File: config.mk
export PLATFORM = sky130hd
export DESIGN_NAME = shift_sequencer
export DESIGN_NICKNAME = d
export VERILOG_FILES = /design/src/rtl/shift_sequencer.sv
export SDC_FILE = /design/constraint.sdc
export NUM_CORES = 1
export LEC_CHECK = 0
export CELL_PAD_IN_SITES_DETAIL_PLACEMENT = 0
export CELL_PAD_IN_SITES_GLOBAL_PLACEMENT = 1
export CORE_MARGIN = 2
export CORE_UTILIZATION = 36
export CTS_CLUSTER_DIAMETER = 200
export DETAILED_ROUTE_END_ITERATION = 10
export PLACE_DENSITY = 0.8
export SYNTH_ARGS = -nofsm -noshare
export SYNTH_HDL_FRONTEND = slang
export SYNTH_SLANG_ARGS = --single-unit
File: constraint.sdc
create_clock -name clk -period 3.5 [get_ports clk]
set_input_delay 0.7 -clock clk [delete_from_list [all_inputs] [get_ports clk]]
set_output_delay 0.7 -clock clk [all_outputs]
set_load 0.03 [all_outputs]
File: src/rtl/shift_sequencer.sv
`default_nettype none
// ============================================================================
// Module      : shift_sequencer
// Description : Multi-cycle right-shift controller wrapped around an external
//               8-bit single-step right-shift unit. Iterates the unit 0..7
//               times in logical, rotate, rotate-through-carry or arithmetic
//               mode, with a start/ready/done handshake.
// Options     : SHIFT_SEQ_BUSY_ERR_EN - when defined, builds a sticky flag
//               that records a start request arriving while busy.
// Revision    : 1.0 - initial release
// ============================================================================
module shift_sequencer #(
  parameter int WIDTH = 8,
  parameter int AMT_W = 3
) (
  input  logic             clk,
  input  logic             rst_n,
  input  logic             start,
  input  logic [WIDTH-1:0] x_in,
  input  logic [AMT_W-1:0] amt,
  input  logic [1:0]       mode,
  input  logic             cin_in,
  output logic             ready,
  output logic             done,
  output logic [WIDTH-1:0] f,
  output logic             cout,
  output logic             busy_err,
  output logic [WIDTH-1:0] sh_x,
  output logic             sh_sel1,
  output logic             sh_sel0,
  output logic             sh_cin,
  input  logic [WIDTH-1:0] sh_f,
  input  logic             sh_cout
);

  typedef enum logic [1:0] {
    ST_IDLE  = 2'd0,
    ST_SHIFT = 2'd1,
    ST_DONE  = 2'd2
  } state_t;

  state_t           r_state;
  state_t           w_state_nxt;
  logic [WIDTH-1:0] r_acc;
  logic             r_carry;
  logic [AMT_W-1:0] r_cnt;
  logic [1:0]       r_mode;
  logic [WIDTH-1:0] r_f;
  logic             r_cout;

  logic w_accept;
  logic w_amt_zero;
  logic w_last_shift;

  assign w_accept     = start && (r_state == ST_IDLE);
  assign w_amt_zero   = (amt == '0);
  assign w_last_shift = (r_state == ST_SHIFT) && (r_cnt == AMT_W'(1));

  // The shift unit only ever sees registered values, so no input reaches it
  // combinationally and the external loop through sh_f cannot close.
  assign sh_x    = r_acc;
  assign sh_sel1 = r_mode[1];
  assign sh_sel0 = r_mode[0];
  assign sh_cin  = r_carry;

  assign ready = (r_state == ST_IDLE);
  assign done  = (r_state == ST_DONE);
  assign f     = r_f;
  assign cout  = r_cout;

  // State register.
  always_ff @(posedge clk or negedge rst_n) begin
    if (!rst_n) begin
      r_state <= ST_IDLE;
    end else begin
      r_state <= w_state_nxt;
    end
  end

  // Next-state decode: a zero shift count skips straight to DONE.
  always_comb begin
    w_state_nxt = r_state;
    case (r_state)
      ST_IDLE: begin
        if (start) begin
          w_state_nxt = w_amt_zero ? ST_DONE : ST_SHIFT;
        end
      end
      ST_SHIFT: begin
        if (w_last_shift) begin
          w_state_nxt = ST_DONE;
        end
      end
      ST_DONE: begin
        w_state_nxt = ST_IDLE;
      end
      default: begin
        w_state_nxt = ST_IDLE;
      end
    endcase
  end

  // Datapath: load on acceptance, fold the unit result back each SHIFT cycle,
  // and publish the result on the same edge that enters DONE.
  always_ff @(posedge clk or negedge rst_n) begin
    if (!rst_n) begin
      r_acc   <= '0;
      r_carry <= 1'b0;
      r_cnt   <= '0;
      r_mode  <= 2'b00;
      r_f     <= '0;
      r_cout  <= 1'b0;
    end else if (w_accept) begin
      r_acc   <= x_in;
      r_carry <= cin_in;
      r_cnt   <= amt;
      r_mode  <= mode;
      if (w_amt_zero) begin
        r_f    <= x_in;
        r_cout <= cin_in;
      end
    end else if (r_state == ST_SHIFT) begin
      r_acc   <= sh_f;
      r_carry <= sh_cout;
      r_cnt   <= r_cnt - AMT_W'(1);
      if (w_last_shift) begin
        r_f    <= sh_f;
        r_cout <= sh_cout;
      end
    end
  end

`ifdef SHIFT_SEQ_BUSY_ERR_EN
  logic r_busy_err;

  // Sticky collision flag: set by a request while busy, cleared by the next
  // request that is actually accepted.
  always_ff @(posedge clk or negedge rst_n) begin
    if (!rst_n) begin
      r_busy_err <= 1'b0;
    end else if (start && !ready) begin
      r_busy_err <= 1'b1;
    end else if (w_accept) begin
      r_busy_err <= 1'b0;
    end
  end

  assign busy_err = r_busy_err;
`else
  assign busy_err = 1'b0;
`endif

endmodule
`default_nettype wire

==> impl_metrics.toml <==
[run_status]
status = "finished, final reports clean"

[die]
rows = 22
initial_core_util_pct = 36.8
die-width_um = 64.7
core_area_um2 = 3610
die_h_um = 64.7
ioPinCount = 49
die_area_um2 = 4190

[final_layout]
final_cell_mix = "clkdlybuf4s50_1, dfrtp_1, mux2_4"
regArea_um2 = 626
design_area_um2 = 1850
drive_gt1_share_pct = 16.7
final_common_cell = "clkdlybuf4s50_1"
num_antenna_cells = 0
fin_cells = 204
multi_input_area_um2 = 617
layout.nets = 185
syn2layout_area_growth_pct = 39.6
fill_cells = 338

[clock_network]
cts_buffers = 3
htreeDepth = 1
hold_buffers = 0
cts.sinks = 25
clock_path_buffers = 2
clk_latency_ps = 260
cts.repair.resized = 0
cts_tree = "built"
postCtsSetupRepairBufs = 0
clockRootBuffer = "clkbuf_8"
clk_pin_slew_ps = 80

[logic_synthesis]
synthCells = 112
synthAdderAreaFrac_pct = 1.89
synth_top_family_by_area = "multiplexers"
yosys.area_share.simple_pct = 8.11
synth-compound-area-share_pct = 14.4
synth.distinct_cells = 26
synth_seq_area_share_pct = 47.2
syn-num-nets = 140
yosysWarningCount = 0
synthXorXnorAreaFrac_pct = 0
ys_ff_latch = 25
avgSynthCellArea_um2 = 11.8
synthMuxAreaShare_pct = 21.8
syn_area_um2 = 1330

[timing]
rsz0062_at_grt = "false"
timing.final.ws_setup_ps = 901
final.setup.tns_ps = 0
post-route-min-period_ps = 2600
finalSetupViolCount = 0
fmax_ghz = 0.385
max-slew-margin-rel_pct = 43.4
period_share_pct = 74.3
worst_pin_slew_ps = 848
hold_viol = 0
fin_skew_ps = 1.11
finalMaxSlewViolations = 0

[routing]
viasPerCell = 4.91
first_iter_violations = 52
wl_per_cell_um = 14.8
vias = 1002
firstDrtPassIters = 4
wl_um = 3020
drc_errors = 0
detail-route-antenna-nets = 0

[worst_setup_path]
reg2reg_slack_ps = 1490
timing.critical_path.cells = "nor2b_1 > clkdlybuf4s50_1"
start_kind = "flip-flop"
required_ps = 2800
worstPathMaxFanout = 19
arrival_ps = 1900
end_kind = "output port"
max_stage_delay_ps = 740
critPathKind = "flip-flop to output port"
cpMaxStageDelayCell = "dfrtp_1"

[power]
p_leak_nw = 0.781
power_density_nw_per_um2 = 919
vdd_ir_drop_max_mv = 0.310

[place]
placed_area_um2 = 1810
pre_cts_ws_ps = 962
place.port_buffers = 47
gp_congestion = 0.830
place_hpwl_um = 2260
dp.cells = 200

[grt]
overflow = 0
grt_pass1_vias = 948
grt_max_degree = 26
antenna_found_initial = 0
grt_pass1_wl_um = 4800
grt_use_total_pct = 15.3

[flow_run]
maxCapViolCount = 0

[hold_path]
hp-class = "flip-flop to flip-flop"
## through the flow
step                utilization (%)  hold WS, ps  power (mW)
global placement               50.1          467        1.53
CTS                            51.4          493        1.72
floorplan                         -          404        1.20
finish                         51.4          482        1.70
global route                   51.4          515        1.81
detailed placement             50.1          473        1.55
## state kept, by name, summed over array words and instances (netlist names)
name and count:
cout 1, f 8, r_cnt 3, r_mode 2, r_state 2, sh_cin 1
sh_x 8
## kinds of logic after synthesis
family,Yosys count
adder cells (fa/ha/maj),2
AO/OA/AOI/OAI,31
flip-flops,25
buffers and inverters,14
other,1
AND/OR/NAND/NOR,19
multiplexers,20
## where the power goes
group          switching, mW  leakage, nW  internal, mW
combinational          0.492        0.458         0.478
clock                 0.0858       0.0228        0.0812
sequential             0.130        0.300         0.434
## cells in the mapped netlist, drive strengths merged
cell type	count	area (um^2)
ha	2	25.0
buf	8	61.3
nor3	1	5.00
a21o	1	7.51
nor3b	2	26.3
a21oi	5	25.0
nor2b	3	18.8
a31oi	1	6.26
o21bai	1	7.51
conb	1	3.75
nor2	1	3.75
o21ai	12	60.1
nand2b	1	6.26
nand2	10	37.5
clkbuf	1	3.75
mux2	20	289
nor4bb	1	10.0
o22a	1	8.76
a22oi	9	67.6
o31a	1	8.76
inv	5	18.8
dfrtp	25	626
## per-layer routing
metal,track usage [%],up-vias,part of all wire (%)
met2,24.0,43,45
met5,0,-,0
met1,21.3,475,47
li1,-,482,-
met4,3.99,0,0.46
met3,3.47,2,7.7
## final timing paths
kind	cells past startpoint	end	startpoint
worst max-delay path	2	done	r_state[1]$_DFFE_PN0P_
worst min-delay path	2	sh_x[7]$_DFFE_PN0P_	sh_x[7]$_DFFE_PN0P_
worst max register to register	3	f[6]$_DFFE_PN0P_	r_state[0]$_DFFE_PN0P_
worst min register to register	2	sh_x[7]$_DFFE_PN0P_	sh_x[7]$_DFFE_PN0P_
max in group asynchronous	2	sh_x[7]$_DFFE_PN0P_	rst_n
min in group asynchronous	2	sh_x[5]$_DFFE_PN0P_	rst_n
## layout make-up
class	count	area share [%]
multi-input combinational	73	33.3
inverter	5	1.01
clock buffer	4	2.43
tap	48	3.24
sequential	25	33.8
timing repair buffer	49	26.2
## worst max-delay path, delay by kind of cell, from the launching register on
family | cells | cell delay (ps)
buf+inv | 1 | 690
flops | 1 | 740
simple gates | 1 | 210
No activity file was read; power rests on OpenSTA's default activity.
